## config.mk

```make
export PLATFORM = sky130hd
export DESIGN_NAME = vote_argmax_reader
export DESIGN_NICKNAME = d
export VERILOG_FILES = /design/src/rtl/vote_argmax_reader.sv
export SDC_FILE = /design/constraint.sdc
export NUM_CORES = 1
export LEC_CHECK = 0
export CAP_MARGIN = 30
export CORE_ASPECT_RATIO = 0.9
export CORE_MARGIN = 10
export CORE_UTILIZATION = 54
export DETAILED_ROUTE_END_ITERATION = 8
export PLACE_DENSITY = 0.8
export SETUP_SLACK_MARGIN = 0.05
export SYNTH_ARGS = -nofsm -noshare
export SYNTH_HDL_FRONTEND = slang
export SYNTH_SLANG_ARGS = --single-unit
```

## constraint.sdc

```tcl
create_clock -name clock -period 7.4 [get_ports clock]
set_clock_uncertainty 0.2 [all_clocks]
set_input_delay 1.48 -clock clock [delete_from_list [all_inputs] [get_ports clock]]
set_output_delay 1.48 -clock clock [all_outputs]
set_load 0.02 [all_outputs]
```

## src/rtl/vote_argmax_reader.sv

```systemverilog
// Result-interface reader: snapshots packed vote counters on a finish rise, scans one class
// per clock, and hands back winner, vote count, margin and tie over valid/ready.
module vote_argmax_reader #(
    parameter int unsigned bitlength   = 12,
    parameter int unsigned output_dim  = 10,
    parameter int unsigned index_width = 4
) (
    input  logic                              clock,
    input  logic                              reset,
    input  logic                              finish,
    input  logic [output_dim*bitlength-1:0]   VoteData,
    input  logic                              result_ready,
    output logic                              result_valid,
    output logic [index_width-1:0]            ClassIndex,
    output logic [bitlength-1:0]              MaxVotes,
    output logic [bitlength-1:0]              Margin,
    output logic                              tie,
    output logic                              busy,
    output logic                              overrun
);

    typedef enum logic [1:0] {StIdle, StScan, StOut} state_e;

    state_e                          state_q, state_d;
    logic                            finish_q;
    logic                            trigger;
    logic [output_dim*bitlength-1:0] snap_q, snap_d;
    logic [index_width-1:0]          idx_q, idx_d;
    logic [index_width-1:0]          bidx_q, bidx_d;
    logic [bitlength-1:0]            best_q, best_d;
    logic [bitlength-1:0]            second_q, second_d;
    logic                            stie_q, stie_d;
    logic                            valid_q, valid_d;
    logic [index_width-1:0]          cls_q, cls_d;
    logic [bitlength-1:0]            max_q, max_d;
    logic [bitlength-1:0]            margin_q, margin_d;
    logic                            tie_q, tie_d;
    logic                            overrun_q, overrun_d;
    logic [bitlength-1:0]            v;
    logic                            last_idx;

    assign trigger  = finish & ~finish_q;
    assign last_idx = (idx_q == index_width'(output_dim - 1));

    always_ff @(posedge clock or negedge reset) begin
        if (!reset) begin
            state_q   <= StIdle;
            finish_q  <= 1'b0;
            snap_q    <= '0;
            idx_q     <= '0;
            bidx_q    <= '0;
            best_q    <= '0;
            second_q  <= '0;
            stie_q    <= 1'b0;
            valid_q   <= 1'b0;
            cls_q     <= '0;
            max_q     <= '0;
            margin_q  <= '0;
            tie_q     <= 1'b0;
            overrun_q <= 1'b0;
        end else begin
            state_q   <= state_d;
            finish_q  <= finish;
            snap_q    <= snap_d;
            idx_q     <= idx_d;
            bidx_q    <= bidx_d;
            best_q    <= best_d;
            second_q  <= second_d;
            stie_q    <= stie_d;
            valid_q   <= valid_d;
            cls_q     <= cls_d;
            max_q     <= max_d;
            margin_q  <= margin_d;
            tie_q     <= tie_d;
            overrun_q <= overrun_d;
        end
    end

    always_comb begin
        state_d = state_q;
        unique case (state_q)
            StIdle:  if (trigger) state_d = StScan;
            StScan:  if (last_idx) state_d = StOut;
            StOut:   if (result_ready) state_d = StIdle;
            default: state_d = StIdle;
        endcase
    end

    // Class mux for the current scan index.
    always_comb begin
        v = '0;
        for (int unsigned i = 0; i < output_dim; i++) begin
            if (idx_q == index_width'(i)) v = snap_q[i*bitlength +: bitlength];
        end
    end

    always_comb begin
        snap_d    = snap_q;
        idx_d     = idx_q;
        bidx_d    = bidx_q;
        best_d    = best_q;
        second_d  = second_q;
        stie_d    = stie_q;
        valid_d   = valid_q;
        cls_d     = cls_q;
        max_d     = max_q;
        margin_d  = margin_q;
        tie_d     = tie_q;
        // A rise while busy (including the handshake edge) is dropped and remembered.
        overrun_d = overrun_q | (trigger & (state_q != StIdle));
        unique case (state_q)
            StIdle: begin
                if (trigger) begin
                    snap_d = VoteData;
                    idx_d  = '0;
                end
            end
            StScan: begin
                if (idx_q == '0) begin
                    best_d   = v;
                    bidx_d   = '0;
                    second_d = '0;
                    stie_d   = 1'b0;
                end else if (v > best_q) begin
                    second_d = best_q;
                    best_d   = v;
                    bidx_d   = idx_q;
                    stie_d   = 1'b0;
                end else if (v == best_q) begin
                    stie_d   = 1'b1;
                    second_d = v;
                end else if (v > second_q) begin
                    second_d = v;
                end
                idx_d = idx_q + 1'b1;
                if (last_idx) begin
                    cls_d    = bidx_d;
                    max_d    = best_d;
                    margin_d = best_d - second_d;
                    tie_d    = stie_d;
                    valid_d  = 1'b1;
                end
            end
            StOut: begin
                if (result_ready) valid_d = 1'b0;
            end
            default: ;
        endcase
    end

    assign result_valid = valid_q;
    assign ClassIndex   = cls_q;
    assign MaxVotes     = max_q;
    assign Margin       = margin_q;
    assign tie          = tie_q;
    assign busy         = (state_q != StIdle);
    assign overrun      = overrun_q;

endmodule
```

==> out/metrics.csv <==
metric,value,unit
outcome,"complete, no violations",
critical path data required time,7510,ps
root buf cell,clkbuf_16,
Post-CTS Hold Buffers,0,
post-layout min period,6950,ps
n_diodes,0,
# setup viols final,0,
final wirelength,27.9,mm
worst reg2reg startpoint,idx_q[0]$_DFFE_PN0P_,
WS Path Type,register to register,
Initial DRC Count,993,
final period utilization,0.939,
design area,12200,µm²
drt first pass iters,5,
Mapped Cells,1181,
Critical-path top delay cell,dfrtp_1,
Fin Setup TNS,0,ps
antenna violations before repair,0,
TritonCTS clock tree,built,
die area,24100,µm²
Via Count,8714,
endpoint type of the worst setup path,register,
"Slew Viols, Final",0,
Mapped Avg Cell Area,8.37,µm²
fmax,0.144,GHz
vias per cell,5.61,
largest net degree at the start of global routing,83,
post-place instance area,11600,µm²
final core utilization,0.686,
TritonCTS Buffers,17,
Hold Slack,277,ps
Worst-Skew Late Latency,440,ps
"Max FO, Critical Path",15,
most common cell in the synthesized netlist,nand2_1,
yosys warns,0,
CP peak stage delay,460,ps
Max-Cap Viols,0,
drc violations,0,
"Hold Vio Cnt, Final",0,
"Async S/R FF share, synth",1.00,
RePlAce Congestion,0.954,
Yosys cell types,61,
syn nets,1345,
PortBufs,155,
"Reg clk slew, reported paths",70,ps
Syn Std Cell Area,9890,µm²
Chip Height,148,µm
gr usage total,0.231,
Area Growth Syn to Fin,23.4,%
post-synthesis sequential area ratio,0.473,
CP arrival,7060,ps
crit path from,idx_q[0]$_DFFE_PN0P_,
clock buffer depth,2,
"flops & latches, synth",187,
layout cells sized above 1,0.0632,
Setup crit start kind,register,
vias in the first global route,8421,
RSZ-0062 raised after global routing,false,
Detail Route Antenna Nets,0,
post-synth top area share,0.473,
synth top area cells,"dfrtp_1, nand2_1, ha_1",
Worst-Margin Slew,824,ps
total grt overflow,0,
DIE WIDTH,163,µm
# rows,46,
Final HPWL DP,20.9,mm
I/O pin cnt,156,
"EDFF count, synth",0,
Main synth FF type,dfrtp_1,
clk sinks,187,
Max-slew headroom,0.451,
Initial Utilization,0.556,
routed len/inst,17.9,µm
hold path start,MaxVotes[5]$_DFFE_PN0P_,
Post-layout nets,1466,
Most common cell on crit path,a21oi_1,
core area,17800,µm²
H-tree levels,4,
Min-Delay Path Class,register to register,
Yosys top cell by area,dfrtp_1,
# fillers,1411,
first-pass GRT wire length,45.0,mm
commonest cells in the netlist,"nand2_1, dfrtp_1, o21ai_0",
-- timing repair --
| action | 4_1_cts | 5_1_grt |
|---|---|---|
| gates resized for setup | 0 | 3 |
| buffers inserted | 0 | 2 |
| endpoints found under the setup margin | 0 | 3 |
-- layer usage --
metal | wire (µm) | track usage
met1 | 13100 | 0.339
met2 | 12000 | 0.335
met3 | 2360 | 0.0522
met4 | 394 | 0.0595
met5 | 0 | 0
-- state kept, by name (all words and copies together) (netlist names), 2 cells and up --
| register | cells |
|---|---|
| MaxVotes | 12 |
| bidx_q | 4 |
| Margin | 12 |
| best_q | 12 |
| state_q | 2 |
| second_q | 12 |
| ClassIndex | 4 |
| idx_q | 4 |
| snap_q | 120 |
-- final cells by class --
class | count | area (µm²) | share of cell area
clock inverter | 11 | 111 | 0.00912
inverter | 57 | 214 | 0.0175
multi-input combinational | 863 | 4700 | 0.385
tap | 240 | 300 | 0.0246
clock buffer | 20 | 457 | 0.0374
timing repair buffer | 176 | 1740 | 0.143
sequential | 187 | 4680 | 0.383
-- worst max-delay path, delay by kind of cell (launching register included) --
kind	cells	cell delay, ps
flip-flops	1	460
XOR/XNOR	1	150
buffers and inverters	3	590
adder cells (fa/ha/maj)	3	940
AO/OA/AOI/OAI	15	3140
AND/OR/NAND/NOR	6	1340
-- final timing paths --
| check | to | cells after the start | slack (ps) |
|---|---|---|---|
| worst max-delay path | Margin[11]$_DFFE_PN0P_ | 28 | 450 |
| worst min-delay path | MaxVotes[5]$_DFFE_PN0P_ | 2 | 280 |
| worst max register to register | Margin[11]$_DFFE_PN0P_ | 28 | 450 |
| worst min register to register | MaxVotes[5]$_DFFE_PN0P_ | 2 | 280 |
| max in group asynchronous | snap_q[111]$_DFFE_PN0P_ | 3 | 4650 |
| min in group asynchronous | snap_q[43]$_DFFE_PN0P_ | 1 | 800 |
-- layout by cell type (no fill, tap or decap), types with 6 or more instances in the layout --
master / netlist / routed
a21oi_1: 73 / 73
a221o_1: 8 / 8
a221oi_2: 7 / 7
buf_4: 3 / 19
clkbuf_16: 0 / 17
clkdlybuf4s50_1: 0 / 154
dfrtp_1: 187 / 187
ha_1: 39 / 37
inv_1: 57 / 57
mux2i_1: 8 / 8
nand2_1: 428 / 428
nand2b_1: 10 / 10
nand4_1: 6 / 6
nor2_1: 38 / 37
nor2b_1: 17 / 17
nor3_1: 7 / 7
o21ai_0: 88 / 88
o21ai_1: 15 / 15
o221ai_2: 8 / 8
o22ai_1: 11 / 11
o2bb2ai_1: 16 / 16
-- kinds of logic (layout without fill, tap and decap cells) --
family                     after synthesis  in the layout  share of synthesized area
muxes                                   10             10                     0.0104
AOI/OAI and AO/OA                      269            269                      0.179
buffers and inverters                  131            264                     0.0540
and+or+nand+nor                        535            535                      0.224
adders and majority gates               40             40                     0.0514
xor gates and xnor gates                 9              9                    0.00797
DFF                                    187            187                      0.473
-- metrics by stage --
stage	std cells	worst slack (ps)
2_1_floorplan	1181	1670
4_1_cts	1552	494
6_report	1554	453
3_5_place_dp	1521	580
5_1_grt	1554	133
3_3_place_gp	1519	773
Power is left out: the tool's default activity adds up to more than one toggle a clock period on the data nets, which glitch-free logic cannot reach.
==> RTL edit 1: new RTL, same flow settings <==
The 3 states of `state_e` get a one-hot encoding in 3 bits.
--- a/src/rtl/vote_argmax_reader.sv
+++ b/src/rtl/vote_argmax_reader.sv
@@ -19,7 +19,7 @@
     output logic                              overrun
 );
 
-    typedef enum logic [1:0] {StIdle, StScan, StOut} state_e;
+    typedef enum logic [2:0] {StIdle = 3'b001, StScan = 3'b010, StOut = 3'b100} state_e;
 
     state_e                          state_q, state_d;
     logic                            finish_q;
Check against the original RTL: same outputs for any inputs over 10 cycles, from zero or initial values and one cycle with reset low; not proved beyond that.
==> RTL edit 1 against the unedited design <==
- worst setup slack better by 0.23 ns
- worst hold slack worse by 0.0078 ns
- cell area is 2.9% higher
- area after synthesis is 3.4% higher
- sequential cell count is 1 higher
- wire length is 5.4% higher
- critical path depth is 5 lower
==> RTL edit 1: results <==
group,metric,value,unit
logic_synthesis,synth_mux_area_share,1.87,%
global_routing,use_met1,33.6,%
status,status,"complete, no violations",
timing,tightest_slew,0.949,ns
logic_synthesis,synth-adder-area-share,4.97,%
place,dp_hpwl,21800,um
logic_synthesis,synth_area_leaders,"dfrtp_1 (46%), nand2_1 (16%), ha_1 (4.8%)",
worst_hold_path,hold_depth,1,
logic_synthesis,seq_area_frac_synth,46.0,%
logic_synthesis,synthXorXnorAreaFrac,0.685,%
worst_hold_path,hp-start,"overrun$_DFF_PN0_",
logic_synthesis,synth_common_cells,"nand2_1 (428), dfrtp_1 (187), a21oi_1 (62)",
global_routing,grtUsageMet3,6.06,%
critical_path,r2r_cells,23,
global_routing,grt_pass1_wl,47000,um
place,dp_cells,1542,
logic_synthesis,synth_compound_area_share,17.2,%
detailed_routing,wire_per_inst,18.6,um
critical_path,rrSetupSlack,0.68,ns
logic_synthesis,synth_fp_nets,1358,
global_routing,grt_usage,23.9,%
critical_path,cp_slowest_cell,"a221oi_1",
logic_synthesis,ys_types,77,
logic_synthesis,synth_cells,1194,
critical_path,worstPathMaxFanout,21,
global_routing,grt_pass1_vias,8692,
layout,drive_gt1_share,9.28,%
detailed_routing,routed_via_density,5.61,
critical_path,worstSetupStartpoint,"idx_q[1]$_DFFE_PN0P_",
-- RTL edit 1: repair_timing --
item,CTS,global route
hold buffers,0,0
setup buffers,0,6
resized for setup,0,2
endpoints found under the setup margin,0,3
-- RTL edit 1: per-stage QoR --
step,cell area (um2),setup slack [ns],total power [mW]
2_1_floorplan,10200,1.57,3.20
3_3_place_gp,11900,0.621,3.83
3_5_place_dp,11900,0.432,3.86
4_1_cts,12500,0.405,4.81
5_1_grt,12600,0.239,5.26
6_report,12600,0.679,4.93
-- RTL edit 1: area by class of cell --
cell class                      count  share of cell area, %
Tap cell                          245                   2.44
Multi-Input combinational cell    886                   39.6
Inverter                           45                   1.35
Clock buffer                       18                   3.42
Sequential cell                   188                   37.5
Timing Repair Buffer              185                   14.5
Clock inverter                     14                   1.24
-- RTL edit 1: worst max-delay path: cells and delay by family, from the launching register on --
kind	cells	cell delay, ns
adders and majority gates	3	0.81
and+or+nand+nor	5	1.15
buffers and inverters	2	0.39
AOI/OAI and AO/OA	13	3.66
DFF	1	0.45
==> RTL edit 2: new RTL, same settings <==
Without the edit above. The parameter `output_dim` goes from 10 to 20.
--- a/src/rtl/vote_argmax_reader.sv
+++ b/src/rtl/vote_argmax_reader.sv
@@ -2,7 +2,7 @@
 // per clock, and hands back winner, vote count, margin and tie over valid/ready.
 module vote_argmax_reader #(
     parameter int unsigned bitlength   = 12,
-    parameter int unsigned output_dim  = 10,
+    parameter int unsigned output_dim  = 20,
     parameter int unsigned index_width = 4
 ) (
     input  logic                              clock,
Interface: changed (resized VoteData); port bits go from 156 to 276. No check against the original RTL was run, so the function may have changed too.
==> RTL edit 2 against the unedited design <==
- worst setup slack worse by 0.14 ns
- critical path depth is 1 lower
- cell area is 40% higher
- global-route usage is 0.088 points higher
- worst hold slack worse by 0.0029 ns
- non-clock buffer count is 89 higher
- count of clock-buffer cells in the layout is 14 higher
- sequential cell count is 72 higher
- wire length is 35% higher
- synthesized cell count is 0.76% higher
- area after synthesis is 35% higher
- highest routed layer is now met5
Power is not shown: default switching activity piles up to over one toggle a cycle in this logic, so the estimate is an artifact.
==> RTL edit 2: results <==
group,metric,value,unit
logic_synthesis,synth_warnings,0,
detailed_routing,drtIter0Drc,897,
logic_synthesis,ys_types,78,
place,dp_hpwl,27100,um
global_routing,grt_usage,23.2,%
critical_path,slowest_delay,0.60,ns
place,port_buffers,227,
global_routing,grt_pass1_wl,57900,um
logic_synthesis,synth_area_leaders,"dfrtp_1 (49%), mux2_2 (17%), ha_1 (3.7%)",
detailed_routing,via_count,10500,
critical_path,r2r_start,"idx_q[0]$_DFFE_PN0P_",
clock_network,root_buffer,"clkbuf_16",
clock_network,cts_buffer_depth,3,
worst_hold_path,hold_depth,2,
logic_synthesis,synth_fp_nets,1474,
logic_synthesis,synth_async_sr_flop_share,100,%
worst_hold_path,min_to,"Margin[7]$_DFFE_PN0P_",
clock_network,htreeDepth,1,
global_routing,antenna_found_initial,7,
place,gp_congestion,0.903,
critical_path,rrSetupSlack,0.31,ns
critical_path,r2r_cells,27,
layout,largest_register,"snap_q",
logic_synthesis,seq_area_frac_synth,48.6,%
status,status,"complete, no violations",
layout,nets,1690,
critical_path,worstPathMaxFanout,25,
clock_network,clkLatencyLatePin,0.55,ns
logic_synthesis,synth.most_common_cell,"dfrtp_1",
worst_hold_path,hp-start,"Margin[7]$_DFFE_PN0P_",
logic_synthesis,synth_common_cells,"dfrtp_1 (259), mux2_2 (202), nand2_1 (90)",
critical_path,cp_top_family,"compound AO/OA/AOI/OAI gates",
clock_network,numCtsBuffers,28,
critical_path,crit_end,"Margin[11]$_DFFE_PN0P_",
timing,tightest_slew,1.14,ns
detailed_routing,wire_per_inst,21.7,um
critical_path,worst-setup-path-type,"flop to flop",
global_routing,grt_start_max_net_pins,196,
layout,drive_gt1_share,22.5,%
layout,largest_reg_flops,192,
critical_path,cp_slowest_cell,"or4_1",
timing,finalHoldViolations,0,
clock_network,clkTransAtPathRegs,0.06,ns
worst_hold_path,min_path_type,"flop to flop",
layout,fillers,1714,
timing,setup_violations,0,
detailed_routing,first_pass_iters,6,
==> RTL edit 2: cell families after synthesis <==
kind of cell,count (synthesis),share of synthesized area [%]
and+or+nand+nor,241,9.00
AOI/OAI and AO/OA,307,16.3
buffers and inverters,128,4.21
adders and majority gates,40,3.81
DFF,259,48.6
muxes,207,17.4
xor gates and xnor gates,8,0.629
==> RTL edit 2: cell type report <==
type	instances	area share, %
flip-flops and latches	259	37.9
multi-input cells	803	37.2
repair buffers	265	15.3
clock buffers	34	4.52
well taps	308	2.25
clock inverters	18	1.68
inverters	49	1.08
diodes	4	0.0585
==> RTL edit 2: metrics by stage <==
stage | hold slack, ns | util, % | instance area, um2 | worst slack [ns] | std cells
CTS | 0.282 | 70.0 | 17000 | 0.335 | 1732
detailed placement | 0.269 | 65.7 | 15900 | 0.356 | 1680
floorplan | 0.250 | - | 13300 | 1.43 | 1190
finish | 0.274 | 70.5 | 17100 | 0.309 | 1740
global route | 0.310 | 70.5 | 17100 | 0.0670 | 1739
global placement | 0.260 | 65.7 | 15900 | 0.564 | 1680
==> RTL edit 2: routing by layer <==
layer,vias to the layer above,share of wire (%),routed length [um],track usage [%]
li1,4823,-,-,-
met1,5246,42,15800,29.9
met2,374,49,18400,37.9
met3,65,6.8,2550,5.31
met4,6,2.3,876,7.01
met5,-,0.12,46,0
==> RTL edit 2: what timing repair did <==
action,CTS,global route
setup endpoints to repair,0,2
hold buffers,0,0
gates resized for setup,0,8
setup buffers,0,4
==> RTL edit 2: tightest hold or removal path, delay by kind of cell (launching register included) <==
family          cells  cell delay, ns
compound gates      1            0.06
flops               1            0.34
simple gates        1            0.04
